## src/rtl/mem_buffer_pkg.sv

```systemverilog
// rtl/mem_buffer_pkg.sv - shared types and defaults for the memory-side buffer
package mem_buffer_pkg;

  localparam int ADDR_W_DEF      = 12;
  localparam int DATA_W_DEF      = 16;
  localparam int TIMEOUT_CYC_DEF = 255;

  typedef enum logic [1:0] {
    IDLE = 2'd0,
    REQ  = 2'd1,
    DONE = 2'd2
  } state_t;

  // Wait counter only needs to reach limit-1; keep at least one bit.
  function automatic int cnt_width(input int limit);
    return (limit < 2) ? 1 : $clog2(limit);
  endfunction

endpackage

```

## src/rtl/mem_buffer_if.sv

```systemverilog
// rtl/mem_buffer_if.sv - controller command and memory bus signals of the buffer
interface mem_buffer_if import mem_buffer_pkg::*; #(
  parameter int ADDR_W = ADDR_W_DEF,
  parameter int DATA_W = DATA_W_DEF
);

  logic              Mem_Read;
  logic              Mem_Write;
  logic [ADDR_W-1:0] Addr_In;
  logic [DATA_W-1:0] Write_Data;
  logic [DATA_W-1:0] Read_Data;
  logic              Mem_Done;
  logic              Mem_Busy;
  logic              Bus_Req;
  logic              Bus_We;
  logic [ADDR_W-1:0] Bus_Addr;
  logic [DATA_W-1:0] Bus_Wdata;
  logic [DATA_W-1:0] Bus_Rdata;
  logic              Bus_Ack;
  logic              Bus_Err;

  // The buffer itself.
  modport slave (
    input  Mem_Read, Mem_Write, Addr_In, Write_Data, Bus_Rdata, Bus_Ack,
    output Read_Data, Mem_Done, Mem_Busy, Bus_Req, Bus_We, Bus_Addr,
           Bus_Wdata, Bus_Err
  );

  // Controller plus memory side driving the buffer.
  modport master (
    output Mem_Read, Mem_Write, Addr_In, Write_Data, Bus_Rdata, Bus_Ack,
    input  Read_Data, Mem_Done, Mem_Busy, Bus_Req, Bus_We, Bus_Addr,
           Bus_Wdata, Bus_Err
  );

endinterface

```

## src/rtl/mem_wait_cnt.sv

```systemverilog
// rtl/mem_wait_cnt.sv - clearable up-counter with terminal flag for bus-ack timeout
module mem_wait_cnt import mem_buffer_pkg::*; #(
  parameter int LIMIT = TIMEOUT_CYC_DEF
) (
  input  logic Clk,
  input  logic Rst,
  input  logic clr,
  input  logic en,
  output logic hit
);

  localparam int W = cnt_width(LIMIT);
  localparam logic [W-1:0] LAST = W'(LIMIT - 1);

  logic [W-1:0] cnt;

  always_ff @(posedge Clk or posedge Rst) begin
    if (Rst) begin
      cnt <= '0;
    end else if (clr) begin
      cnt <= '0;
    end else if (en && !hit) begin
      cnt <= cnt + 1'b1;
    end
  end

  // hit on the LIMIT-th waiting edge after a clear
  assign hit = (cnt == LAST);

endmodule

```

## src/rtl/mem_buffer.sv

```systemverilog
// rtl/mem_buffer.sv - single-command req/ack memory buffer; MEM_TIMEOUT_EN enables ack timeout abort
module mem_buffer import mem_buffer_pkg::*; #(
  parameter int ADDR_W      = ADDR_W_DEF,
  parameter int DATA_W      = DATA_W_DEF,
  parameter int TIMEOUT_CYC = TIMEOUT_CYC_DEF
) (
  input  logic         Clk,
  input  logic         Rst,
  mem_buffer_if.slave  mem
);

  if (TIMEOUT_CYC < 1) begin : g_bad_timeout
    $error("mem_buffer: TIMEOUT_CYC must be at least 1");
  end

  state_t            state;
  logic [DATA_W-1:0] read_data_q;
  logic              mem_done_q;
  logic              mem_busy_q;
  logic              bus_req_q;
  logic              bus_we_q;
  logic [ADDR_W-1:0] bus_addr_q;
  logic [DATA_W-1:0] bus_wdata_q;
  logic              bus_err_q;
  logic              timeout_hit;

`ifdef MEM_TIMEOUT_EN
  mem_wait_cnt #(
    .LIMIT (TIMEOUT_CYC)
  ) u_wait_cnt (
    .Clk (Clk),
    .Rst (Rst),
    .clr (state != REQ),
    .en  ((state == REQ) && !mem.Bus_Ack),
    .hit (timeout_hit)
  );
`else
  assign timeout_hit = 1'b0;
`endif

  always_ff @(posedge Clk or posedge Rst) begin
    if (Rst) begin
      state       <= IDLE;
      read_data_q <= '0;
      mem_done_q  <= 1'b0;
      mem_busy_q  <= 1'b0;
      bus_req_q   <= 1'b0;
      bus_we_q    <= 1'b0;
      bus_addr_q  <= '0;
      bus_wdata_q <= '0;
      bus_err_q   <= 1'b0;
    end else begin
      mem_done_q <= 1'b0;
      bus_err_q  <= 1'b0;
      case (state)
        IDLE: begin
          if (mem.Mem_Read || mem.Mem_Write) begin
            bus_addr_q  <= mem.Addr_In;
            bus_wdata_q <= mem.Write_Data;
            // read wins when both are requested; the write is simply dropped
            bus_we_q    <= mem.Mem_Write & ~mem.Mem_Read;
            bus_req_q   <= 1'b1;
            mem_busy_q  <= 1'b1;
            state       <= REQ;
          end
        end
        REQ: begin
          if (mem.Bus_Ack) begin
            bus_req_q  <= 1'b0;
            mem_done_q <= 1'b1;
            if (!bus_we_q) begin
              read_data_q <= mem.Bus_Rdata;
            end
            state <= DONE;
          end else if (timeout_hit) begin
            bus_req_q  <= 1'b0;
            mem_done_q <= 1'b1;
            bus_err_q  <= 1'b1;
            state      <= DONE;
          end
        end
        DONE: begin
          mem_busy_q <= 1'b0;
          state      <= IDLE;
        end
        default: begin
          state <= IDLE;
        end
      endcase
    end
  end

  assign mem.Read_Data = read_data_q;
  assign mem.Mem_Done  = mem_done_q;
  assign mem.Mem_Busy  = mem_busy_q;
  assign mem.Bus_Req   = bus_req_q;
  assign mem.Bus_We    = bus_we_q;
  assign mem.Bus_Addr  = bus_addr_q;
  assign mem.Bus_Wdata = bus_wdata_q;
  assign mem.Bus_Err   = bus_err_q;

endmodule

```

## src/flat_wrapper.sv

```systemverilog
// flat-port wrapper written by rule: the top's interface ports become plain ports
module mem_buffer_flat import mem_buffer_pkg::*;
#(
  parameter int ADDR_W      = ADDR_W_DEF,
  parameter int DATA_W      = DATA_W_DEF,
  parameter int TIMEOUT_CYC = TIMEOUT_CYC_DEF
)
  (Clk, Rst, mem_Mem_Read, mem_Mem_Write, mem_Addr_In, mem_Write_Data, mem_Bus_Rdata, mem_Bus_Ack, mem_Read_Data, mem_Mem_Done, mem_Mem_Busy, mem_Bus_Req, mem_Bus_We, mem_Bus_Addr, mem_Bus_Wdata, mem_Bus_Err);
  mem_buffer_if #(.ADDR_W(ADDR_W), .DATA_W(DATA_W)) mem_i ();
  input  logic Clk;
  input  logic Rst;
  input wire logic [$bits(mem_i.Mem_Read)-1:0] mem_Mem_Read;
  input wire logic [$bits(mem_i.Mem_Write)-1:0] mem_Mem_Write;
  input wire logic [$bits(mem_i.Addr_In)-1:0] mem_Addr_In;
  input wire logic [$bits(mem_i.Write_Data)-1:0] mem_Write_Data;
  input wire logic [$bits(mem_i.Bus_Rdata)-1:0] mem_Bus_Rdata;
  input wire logic [$bits(mem_i.Bus_Ack)-1:0] mem_Bus_Ack;
  output wire logic [$bits(mem_i.Read_Data)-1:0] mem_Read_Data;
  output wire logic [$bits(mem_i.Mem_Done)-1:0] mem_Mem_Done;
  output wire logic [$bits(mem_i.Mem_Busy)-1:0] mem_Mem_Busy;
  output wire logic [$bits(mem_i.Bus_Req)-1:0] mem_Bus_Req;
  output wire logic [$bits(mem_i.Bus_We)-1:0] mem_Bus_We;
  output wire logic [$bits(mem_i.Bus_Addr)-1:0] mem_Bus_Addr;
  output wire logic [$bits(mem_i.Bus_Wdata)-1:0] mem_Bus_Wdata;
  output wire logic [$bits(mem_i.Bus_Err)-1:0] mem_Bus_Err;
  assign mem_i.Mem_Read = mem_Mem_Read;
  assign mem_i.Mem_Write = mem_Mem_Write;
  assign mem_i.Addr_In = mem_Addr_In;
  assign mem_i.Write_Data = mem_Write_Data;
  assign mem_i.Bus_Rdata = mem_Bus_Rdata;
  assign mem_i.Bus_Ack = mem_Bus_Ack;
  assign mem_Read_Data = mem_i.Read_Data;
  assign mem_Mem_Done = mem_i.Mem_Done;
  assign mem_Mem_Busy = mem_i.Mem_Busy;
  assign mem_Bus_Req = mem_i.Bus_Req;
  assign mem_Bus_We = mem_i.Bus_We;
  assign mem_Bus_Addr = mem_i.Bus_Addr;
  assign mem_Bus_Wdata = mem_i.Bus_Wdata;
  assign mem_Bus_Err = mem_i.Bus_Err;
  mem_buffer #(.ADDR_W(ADDR_W), .DATA_W(DATA_W), .TIMEOUT_CYC(TIMEOUT_CYC)) u_core (.Clk(Clk), .Rst(Rst), .mem(mem_i));
endmodule
```

## config.mk

```make
export PLATFORM = sky130hd
export DESIGN_NAME = mem_buffer_flat
export DESIGN_NICKNAME = d
export VERILOG_FILES = /design/src/rtl/mem_buffer_pkg.sv /design/src/rtl/mem_buffer_if.sv /design/src/rtl/mem_wait_cnt.sv /design/src/rtl/mem_buffer.sv /design/src/flat_wrapper.sv
export SDC_FILE = /design/constraint.sdc
export NUM_CORES = 1
export LEC_CHECK = 0
export ABC_AREA = 1
export BUFFER_PORTS_ARGS = -buffer_cell sky130_fd_sc_hd__buf_2
export CAP_MARGIN = 10
export CORE_UTILIZATION = 45
export DETAILED_ROUTE_END_ITERATION = 12
export MAX_ROUTING_LAYER = met4
export PLACE_DENSITY = 0.78
export SYNTH_ARGS = -nofsm -noshare
export SYNTH_HDL_FRONTEND = slang
export SYNTH_HIERARCHICAL = 1
export SYNTH_SLANG_ARGS = --single-unit
```

## constraint.sdc

```tcl
create_clock -name Clk -period 1.85 [get_ports Clk]
set_input_delay 0.555 -clock Clk [delete_from_list [all_inputs] [get_ports Clk]]
set_output_delay 0.555 -clock Clk [all_outputs]
set_load 0.05 [all_outputs]
```

## Word-level counts from Yosys, hierarchy flattened

Index checks and enable logic that the tools add are counted.

- Register bits after elaboration: 50
- Input port bits: 49
- Logic and storage cells: 33

- Equal/unequal tests: 4
- Mux-type cells: 9
- Bitwise logic cells: 3
- Reduce and logical (&&, ||, !) cells: 9

Operator list:

| operator | count |
|---|---|
| $reduce_and 2->1 | 3 |
| $reduce_and 3->1 | 2 |
| $mux 1 | 4 |
| $mux 2 | 2 |
| $pmux 1 s2 | 2 |
| $pmux 2 s2 | 1 |
| $reduce_bool 2->1 | 2 |
| $eq 2x1->1 const B | 1 |
| $eq 2x2->1 const B | 1 |
| $logic_not 2->1 | 1 |
| $ne 2x1->1 const B | 1 |
| $ne 2x2->1 const B | 1 |
| $not 1->1 | 2 |
| $and 1x1->1 | 1 |
| $logic_or 1x1->1 | 1 |

## Longest topological paths before layout

Gate-level depths: netlist (run 1).

- Word-level depth: 3
- Gate-level depth with buffers: 6
- Gate-level depth less buffers: 5

## Least setup slack after synthesis (run 1)

Ideal clock, no wire load.

- Path kind: reg2reg
- Start point: reg u_core.bus_we_q, in the netlist u_core/mem.Bus_We
- End point: reg u_core.read_data_q[0], in the netlist u_core/mem.Read_Data[0]
- Setup time: 119 ps
- Arrival time: 1173 ps
- Required time: 1731 ps
- Path slack: 557 ps
- Stages on the path, launching flop included: 6
- Path buffers: 1
- Period minus slack after synthesis: 1293 ps
- Path through: dfrtp_1 > nor2_4 > nand2_4 > buf_6 > nand2_1 > nand2_1

- Longest elaborated chain between the ends: 2

Ends and longest elaborated chain:

| item | RTL line | text |
|---|---|---|
| start: declaration | mem_buffer.sv:21 | `logic bus_we_q;` |
| start signal: assignment | mem_buffer.sv:61 | `bus_we_q <= mem.Mem_Write & ~mem.Mem_Read;` |
| $not 1->1 (no line) | -- |  |
| $reduce_and 3->1 (no line) | -- |  |
| end signal: assignment | mem_buffer.sv:72 | `read_data_q <= mem.Bus_Rdata;` |
| end: declaration | mem_buffer.sv:17 | `logic [DATA_W-1:0] read_data_q;` |

No other way between the ends.
A chain may end at the register's enable or synchronous reset.

## Worst setup path in the final report (run 1)

- Start point: reg u_core.bus_we_q, in the netlist u_core/mem.Bus_We
- End point: out mem_Bus_We

RTL lines:

| item | RTL line | text |
|---|---|---|
| end: declaration | flat_wrapper.sv:22 | `output wire logic [$bits(mem_i.Bus_We)-1:0] mem_Bus_We;` |

No word-level cell between the ends.

==> run_results.csv, run 1 <==
group,metric,value,unit
outcome,outcome,"completed",
finish,fin_area,0.00263,mm²
routing,num_vias,1758,
setup_path,crit_family,"flip-flops",
die,die-area,0.00474,mm²
setup_path,worstPathArrival,0.98,ns
timing,slew_viol_final,0,
global_routing,overflow,0,
finish,layout.nets,365,
clock_network,cts_resized,0,
routing,routed_wl,4410,µm
timing,setup_ws,0.314,ns
die,die_w,68.9,µm
global_routing,grt_max_degree,36,
run,max_cap_violations,0,
synthesis,ys_warn_count,6,
setup_path,startpoint_type,"flip-flop",
clock_network,clk-insertion-delay-late,0.29,ns
die,ios,98,
synthesis,ys_types,11,
setup_path,critical_path_required,1.29,ns
finish,antennaDiodeCount,0,
clock_network,cts_buffers,5,
setup_path,cpMaxStageDelayCell,"dfrtp_1",
die,core,0.00414,mm²
placement,dpl.cell_count,359,
routing,wl_met3,328,µm
synthesis,synth_area,0.00201,mm²
global_routing,grt.total_usage,19.5,%
global_routing,grt_pass1_wl,6500,µm
hold_path,hold_path_class,"input port to asynchronous set/reset pin",
setup_path,path_class,"flip-flop to primary output",
routing,wl_met2,2140,µm
routing,route.detailed.drc,0,
setup_path,critPathMaxFanout,3,
routing,dr.pass1.iters,4,
synthesis,syn_inst,220,
routing,met1_length,1880,µm
die,rows,23,
routing,ant_nets,0,
clock_network,cts.clk_slew.worst_paths,0.09,ns
timing,finClkSkew,0.00771,ns
die,die_y,68.9,µm
timing,setup_tns,0,ns
finish,seqCellArea,0.00125,mm²
clock_network,cts_setup_buffers,0,
placement,place_area,0.00253,mm²
synthesis,postSynthAreaPerCell,9.15,µm²
setup_path,worstSetupEndpointType,"primary output",
timing,grt_setup_unrepaired,"no",
timing,period_needed,1.54,ns
finish,fillers,347,
clock_network,clk_path_buf_depth,2,
die,start_util,48.6,%
timing,hold_viol_final,0,
global_routing,first_global_vias,1441,
routing,top_layer,"met4",
timing,fin_crit_sh,83.0,%
clock_network,h-tree-depth,2,
global_routing,antenna_found_initial,0,
clock_network,cts_hold_buf,0,
clock_network,tritoncts,"built",
timing,setup_viol,0,
placement,place_ws,0.394,ns
placement,io_buffers,96,
clock_network,ctsRootBufferMaster,"clkbuf_8",
synthesis,synth-seq-cells,50,
finish,fin_cells,367,
routing,drt-wirelength-per-cell,12.0,µm
setup_path,path_cells,"buf_2",
placement,place_congestion,0.736,
setup_path,slowest_delay,0.40,ns
routing,vias_per_cell,4.79,
setup_path,r2r_slack,0.61,ns
placement,place_hpwl,3190,µm
clock_network,cts_sinks,50,
finish,syn2layout_area_growth,30.5,%
synthesis,synth.net_count,269,
synthesis,ys_seq_area_share,62.2,%
finish,multiInputGateArea,644,µm²
routing,drtIter0Drc,92,
finish,layout-drive-gt1-share,36.3,%
setup_path,crit_buf_inv,1,
timing,fmax,651,MHz
==> area by class of cell <==
type / count / area share, %
multi-input combinational: 150 / 24.5
sequential: 50 / 47.7
inverter: 7 / 1.00
tap: 50 / 2.38
clock inverter: 3 / 0.810
timing repair buffer: 102 / 21.0
clock buffer: 5 / 2.62
==> path summary, 6_finish.rpt <==
check	to	start	depth (start not counted)
worst max-delay path	mem_Bus_We	u_core/mem.Bus_We	1
worst min-delay path	u_core/mem.Read_Data[6]	Rst	2
worst max register to register	u_core/mem.Bus_Addr[7]	u_core/state[1]	5
worst min register to register	u_core/mem.Read_Data[11]	u_core/mem.Read_Data[11]	2
max in group asynchronous	u_core/mem.Bus_We	Rst	3
min in group Clk	u_core/mem.Read_Data[11]	u_core/mem.Read_Data[11]	2
==> stage by stage <==
step,hold WS (ns),utilization [%]
2_1_floorplan,0.584,-
5_1_grt,0.234,63.3
4_1_cts,0.225,63.3
3_3_place_gp,0.449,61.2
6_report,0.222,63.3
3_5_place_dp,0.456,61.2
==> metal layers <==
metal / GRT usage (%) / vias to the layer above
met2: 33.0 / 80
li1: - / 882
met1: 22.9 / 789
met5: - / -
met4: 7.40 / 0
met3: 3.62 / 7
==> layout by cell type, fill, tap and decap left out, drive strengths merged <==
master	Yosys	routed
nand2	101	101
dfrtp	50	50
clkinvlp	0	1
conb	1	1
clkinv	0	2
clkbuf	0	5
nand3	45	45
buf	13	102
nor2	3	3
inv	7	7
==> sequential cells by signal, indices dropped and copies added, names as in the netlist <==
signal	flops
u_core/mem.Bus_Req	1
u_core/state	2
u_core/mem.Bus_Wdata	16
u_core/mem.Bus_We	1
u_core/mem.Bus_Addr	12
u_core/mem.Mem_Busy	1
u_core/mem.Read_Data	16
u_core/mem.Mem_Done	1
==> synth_stat cells, drive strengths merged <==
library cell | instances | area share, %
inv | 7 | 1.3
nor2 | 3 | 1.4
nand3 | 45 | 11
buf | 13 | 4.5
nand2 | 101 | 19
dfrtp | 50 | 62
conb | 1 | 0.19
==> kinds of logic (layout without fill, tap and decap cells) <==
kind of cell | after synthesis | count (layout) | share of synthesized area [%]
buffers and inverters | 20 | 117 | 5.78
DFF | 50 | 50 | 62.2
other | 1 | 1 | 0.186
and+or+nand+nor | 149 | 149 | 31.8
Power of run 1 is left out: the tool's default activity adds up to more than one toggle a clock period on the data nets, which glitch-free logic cannot reach.
==> run 2: changes to the inputs <==
--- a/config.mk
+++ b/config.mk
@@ -8,10 +8,10 @@
 export ABC_AREA = 1
 export BUFFER_PORTS_ARGS = -buffer_cell sky130_fd_sc_hd__buf_2
 export CAP_MARGIN = 10
-export CORE_UTILIZATION = 45
+export CORE_UTILIZATION = 41
 export DETAILED_ROUTE_END_ITERATION = 12
 export MAX_ROUTING_LAYER = met4
-export PLACE_DENSITY = 0.78
+export PLACE_DENSITY = 0.75
 export SYNTH_ARGS = -nofsm -noshare
 export SYNTH_HDL_FRONTEND = slang
 export SYNTH_HIERARCHICAL = 1
==> constraint.sdc (replaced) <==
create_clock -name Clk -period 1.4 [get_ports Clk]
set_input_delay 0.42 -clock Clk [delete_from_list [all_inputs] [get_ports Clk]]
set_output_delay 0.42 -clock Clk [all_outputs]
set_load 0.05 [all_outputs]
==> run 2 against run 1 <==
  * Global-route usage down 0.53 points
  * Clock-buffer cell count up 1
  * Hold slack worse by 0.097 ns
  * Design area up 2.2%
  * Worst setup slack worse by 0.25 ns
  * Non-clock buffer count up 5
  * Die area up 9.5%
  * Utilization down 6.6 points
  * Register-to-register slack worse by 0.35 ns
  * Clock skew down 0.0054 ns
==> run_results.csv, run 2 (synthesized netlist as in run 1, its figures left out) <==
group,metric,value,unit
outcome,outcome,"completed",
setup_path,worstPathArrival,0.92,ns
routing,ant_nets,0,
finish,layout.nets,370,
placement,place_congestion,0.791,
setup_path,crit_path_start,"u_core/mem.Bus_Addr[10]",
timing,slew_viol_final,0,
clock_network,h-tree-depth,2,
clock_network,clk-insertion-delay-late,0.29,ns
routing,routed_wl,4340,µm
die,die_w,72.1,µm
routing,route.detailed.drc,0,
die,core,0.00472,mm²
timing,finClkSkew,0.00227,ns
clock_network,cts.clk_slew.worst_paths,0.08,ns
global_routing,overflow,0,
routing,dr.pass1.iters,4,
setup_path,path_cells,"buf_2",
die,rows,25,
global_routing,grt_pass1_wl,7450,µm
finish,antennaDiodeCount,0,
timing,setup_viol,0,
finish,mostFrequentLayoutCells,"100 x nand2_1, 95 x buf_2, 50 x dfrtp_1, 45 x nand3_1, 10 x buf_4",
timing,setup_tns,0,ns
setup_path,critical_path_required,0.98,ns
global_routing,antenna_found_initial,0,
setup_path,slowest_delay,0.36,ns
die,start_util,42.6,%
setup_path,crit_family,"flip-flops",
die,ios,98,
placement,io_buffers,96,
routing,drtIter0Drc,65,
setup_path,worstSetupEndpointType,"primary output",
clock_network,cts_buffers,5,
run,max_cap_violations,0,
timing,grt_setup_unrepaired,"no",
clock_network,ctsRootBufferMaster,"clkbuf_8",
finish,fin_area,0.00268,mm²
clock_network,tritoncts,"built",
finish,layout-drive-gt1-share,36.9,%
setup_path,critPathMaxFanout,2,
timing,hold_viol_final,0,
placement,place_area,0.00259,mm²
finish,seqCellArea,0.00125,mm²
setup_path,startpoint_type,"flip-flop",
clock_network,clk_path_buf_depth,2,
routing,drt-wirelength-per-cell,11.2,µm
setup_path,r2r_start,"u_core/mem.Bus_We",
placement,place_hpwl,3250,µm
setup_path,crit_buf_inv,1,
hold_path,hold_path_class,"input port to asynchronous set/reset pin",
finish,syn2layout_area_growth,33.3,%
finish,fillers,443,
finish,multiInputGateArea,644,µm²
timing,fmax,748,MHz
die,die-area,0.00519,mm²
clock_network,cts_sinks,50,
timing,fin_crit_sh,95.5,%
timing,period_needed,1.34,ns
finish,layout_commonest_cell,"nand2_1",
die,die_y,72.1,µm
setup_path,cpMaxStageDelayCell,"dfrtp_1",
routing,num_vias,1750,
global_routing,grt_max_degree,22,
setup_path,path_class,"flip-flop to primary output",
routing,vias_per_cell,4.52,
global_routing,grt.total_usage,18.9,%
global_routing,first_global_vias,1692,
==> run 2: changes by cell type in the layout (fill, tap and decap cells not counted) <==
cell and change:
inv_2 -1, clkbuf_8 +1, clkinv_2 -1, buf_2 -1, clkinv_4 -1, buf_4 +6
==> run 2: area by class of cell <==
| class | instances | area share, % |
|---|---|---|
| tap | 67 | 3.13 |
| sequential | 50 | 46.6 |
| multi-input combinational | 150 | 24.0 |
| clock buffer | 6 | 3.08 |
| timing repair buffer | 107 | 22.0 |
| inverter | 7 | 1.12 |
==> run 2: through the flow <==
step                cells  worst slack, ns  hold WS [ns]  utilization, %
CTS                   386           0.0159         0.126            56.6
floorplan             220            0.107         0.462               -
detailed placement    380            0.223         0.445            54.8
global route          387        0.0000507         0.125            56.8
global placement      380            0.254         0.439            54.8
finish                387           0.0631         0.125            56.8
==> run 2: final timing paths <==
| check | end | depth (start not counted) | slack [ns] |
|---|---|---|---|
| min in group Clk | u_core/mem.Bus_Addr[8] | 3 | 0.35 |
| hold / removal | u_core/mem.Read_Data[1] | 2 | 0.12 |
| setup / recovery | mem_Bus_Addr[10] | 1 | 0.06 |
| hold reg to reg | u_core/mem.Read_Data[13] | 2 | 0.47 |
| max in group asynchronous | u_core/mem.Read_Data[13] | 3 | 0.85 |
| setup reg to reg | u_core/mem.Read_Data[14] | 5 | 0.26 |
==> run 2: worst register-to-register path: cells and delay by family, from the launching register on <==
family                 cells  cell delay [ns]
DFF                        1             0.41
buffers and inverters      2             0.37
and+or+nand+nor            3             0.30
==> run 2: repair_timing <==
item	in CTS	in global routing
hold buffers	0	0
setup endpoints to repair	1	1
cloned	0	0
resized for setup	1	0
setup buffers	0	1
endpoints found under the hold margin	0	0
==> run 2: layer usage <==
metal / share of wire [%] / global-route usage [%] / vias up
met4: 0.18 / 3.92 / 0
li1: - / - / 886
met5: 0 / - / -
met3: 6.7 / 5.28 / 2
met2: 49 / 31.2 / 66
met1: 44 / 23.5 / 796
Power of run 2 is left out for the same reason.
==> run 3: changes to the inputs <==
--- a/config.mk
+++ b/config.mk
@@ -5,14 +5,11 @@
 export SDC_FILE = /design/constraint.sdc
 export NUM_CORES = 1
 export LEC_CHECK = 0
-export ABC_AREA = 1
 export BUFFER_PORTS_ARGS = -buffer_cell sky130_fd_sc_hd__buf_2
-export CAP_MARGIN = 10
-export CORE_UTILIZATION = 41
+export CORE_UTILIZATION = 40
 export DETAILED_ROUTE_END_ITERATION = 12
 export MAX_ROUTING_LAYER = met4
-export PLACE_DENSITY = 0.75
+export PLACE_DENSITY = 0.74
 export SYNTH_ARGS = -nofsm -noshare
 export SYNTH_HDL_FRONTEND = slang
-export SYNTH_HIERARCHICAL = 1
 export SYNTH_SLANG_ARGS = --single-unit
==> run 3 against run 2 <==
  * The flow now finishes with violations (negative setup slack)
  * Final cell count is 24% lower
  * Non-clock buffer count unchanged
  * Clock-buffer cell count is the same
  * Area after synthesis down 2.8%
  * Sequential share of layout area fell by 0.79 points
  * Synthesized cell count down 46%
  * Hold slack gained 0.058 ns
  * Clock skew rose by 0.0050 ns
  * Global-route usage shrank 4.0 points
  * Sequential cell count is the same
  * Utilization grew 1.0 points
  * Via count shrank 24%
  * Critical endpoint is now u_core.mem.Read_Data[7]
==> run_results.csv, run 3 <==
group,metric,value,unit
routing,route.detailed.drc,0,
global_routing,met2_usage,23.4,%
setup_path,critical_path_required,1.58,ns
setup_path,r2r_cells,4,
routing,dr.pass1.iters,4,
global_routing,grt_max_degree,51,
synthesis,ys_seq_area_share,64.0,%
setup_path,path_cells,"and3b_1, nor2b_4, clkbuf_16, mux2_4",
timing,fin_crit_sh,104,%
die,die_y,71.9,µm
synthesis,synth-seq-cells,50,
synthesis,synth_top_area_share,64.0,%
die,die_w,71.9,µm
die,ios,98,
setup_path,cpMaxStageDelayCell,"dfrtp_1",
finish,fillers,398,
clock_network,ctsRootBufferMaster,"clkbuf_8",
run,max_cap_violations,0,
setup_path,crit_path_start,"u_core.state[1]",
routing,routed_wl,3840,µm
timing,setup_viol,16,
setup_path,crit_family,"simple AND/OR/NAND/NOR gates",
global_routing,antenna_found_initial,0,
finish,layout-drive-gt1-share,72.4,%
placement,io_buffers,96,
synthesis,syn_inst,119,
finish,layout.nets,276,
timing,setup_tns,-0.654,ns
clock_network,clk-insertion-delay-late,0.29,ns
global_routing,busiest_layer,"met2",
setup_path,rr_endpoint,"u_core.mem.Read_Data[7]",
outcome,violations,"negative setup slack",
clock_network,h-tree-depth,2,
global_routing,grtUsageMet3,4.17,%
synthesis,async_reset_ff_share,100,%
routing,vias_per_cell,4.52,
synthesis,synth.net_count,168,
die,core,0.00472,mm²
setup_path,critPathMaxFanout,8,
synthesis,synth_area_leaders,"dfrtp_1 64%, mux2_2 20%, mux2_4 7.7%, buf_6 1.2%, buf_12 1.0%",
timing,finClkSkew,0.00725,ns
setup_path,r2r_slack,-0.06,ns
outcome,outcome,"finished, violations left",
finish,mostFrequentLayoutCells,"93 x buf_2, 49 x dfrtp_1, 28 x mux2_2, 16 x mux2_4, 8 x buf_4",
timing,slew_viol_final,0,
placement,place_congestion,0.765,
synthesis,postSynthAreaPerCell,16.4,µm²
hold_path,hold_path_class,"input port to asynchronous set/reset pin",
placement,dpl.cell_count,285,
die,start_util,41.4,%
routing,drt-wirelength-per-cell,13.0,µm
global_routing,grt.total_usage,15.0,%
die,die-area,0.00517,mm²
clock_network,tritoncts,"built",
setup_path,slowest_delay,0.42,ns
finish,syn2layout_area_growth,39.7,%
synthesis,synth-edff-count,0,
timing,fmax,685,MHz
placement,place_hpwl,2610,µm
synthesis,netlist.top_cell.by_area,"dfrtp_1",
global_routing,overflow,0,
global_routing,grt_util_met1,18.9,%
clock_network,cts_sinks,50,
setup_path,worstSetupEndpointType,"flip-flop",
finish,antennaDiodeCount,0,
synthesis,yosysMostFrequentCell,"dfrtp_1",
timing,setup_ws,-0.0606,ns
routing,ant_nets,0,
finish,multiInputGateArea,659,µm²
placement,place_ws,-0.0883,ns
setup_path,crit_end,"u_core.mem.Read_Data[7]",
clock_network,cts_buffers,5,
clock_network,cts.clk_slew.worst_paths,0.09,ns
setup_path,r2r_start,"u_core.state[1]",
synthesis,synth_flop_cell,"dfrtp_1",
routing,drtIter0Drc,46,
setup_path,crit_buf_inv,1,
global_routing,grt_pass1_wl,5750,µm
setup_path,startpoint_type,"flip-flop",
synthesis,ys_types,21,
timing,grt_setup_unrepaired,"yes",
timing,hold_viol_final,0,
timing,period_needed,1.46,ns
clock_network,clk_path_buf_depth,2,
die,rows,25,
synthesis,ys_top_cells_by_count,"50 x dfrtp_1, 34 x mux2_2, 10 x mux2_4, 3 x inv_1, 3 x nor2_1",
finish,seqCellArea,0.00125,mm²
finish,fin_cells,295,
synthesis,ys_warn_count,0,
setup_path,worstPathArrival,1.64,ns
routing,num_vias,1334,
finish,layout_commonest_cell,"buf_2",
setup_path,cp_num_cells,4,
setup_path,path_class,"flip-flop to flip-flop",
synthesis,synth_area,0.00196,mm²
global_routing,first_global_vias,1211,
## run 3: changes by cell type in the layout (fill, tap and decap cells not counted), moves of 4 or more
cell	delta
nand3_1	-44
inv_1	-4
nand2_1	-99
mux2_4	+16
mux2_2	+28
## run 3: how the worst min path moves through the flow
stage	from	endpoint	slack, ns	cells after the start
CTS	Rst	u_core.mem.Read_Data[15]	0.18	3
global route	Rst	u_core.mem.Read_Data[1]	0.19	3
floorplan	Rst	u_core.mem.Bus_Addr[0]	0.46	1
detailed placement	u_core.mem.Bus_Wdata[11]	u_core.mem.Bus_Wdata[11]	0.49	1
global placement	u_core.mem.Bus_Wdata[9]	u_core.mem.Bus_Wdata[9]	0.48	1
finish	Rst	u_core.mem.Bus_Req	0.18	3
## run 3: layer usage
layer,up-vias,part of all wire [%]
li1,622,-
met1,660,46
met2,50,49
met3,2,4.6
met4,0,0.78
met5,-,0
## run 3: repair_timing
item                                    CTS  global route
cloned                                    0             1
pin swaps                                 0             0
endpoints found under the setup margin   45            47
hold buffers                              0             0
buffers inserted                          0             1
gates resized for setup                   2             9
## run 3: layout make-up
class	instances	share of cell area [%]
Multi-Input combinational cell	60	24.1
Inverter	3	0.550
Clock inverter	2	0.458
Tap cell	67	3.07
Timing Repair Buffer	107	22.9
Clock buffer	6	3.02
Sequential cell	50	45.9
## run 3: metrics by stage
stage	utilization [%]	hold WS (ns)	area, µm²
after floorplan	-	0.462	1960
after global placement	54.4	0.483	2570
after detailed placement	54.4	0.487	2570
after CTS	56.6	0.179	2670
after global routing	57.8	0.193	2730
final	57.8	0.183	2730
## run 3: cells by family (layout without fill, tap and decap cells)
| group | Yosys count | in the layout | share of synthesized area (%) |
|---|---|---|---|
| AO/OA/AOI/OAI | 6 | 6 | 1.86 |
| buffers and inverters | 9 | 118 | 3.77 |
| AND/OR/NAND/NOR | 9 | 9 | 2.94 |
| flip-flops | 50 | 50 | 64.0 |
| other | 1 | 1 | 0.192 |
| multiplexers | 44 | 44 | 27.3 |
## run 3: tightest hold or removal path, stage by stage
cell and delay [ns]:
buf_2 0.11, clkinvlp_4 0.08, buf_12 0.26
Power of run 3 is left out for the same reason.
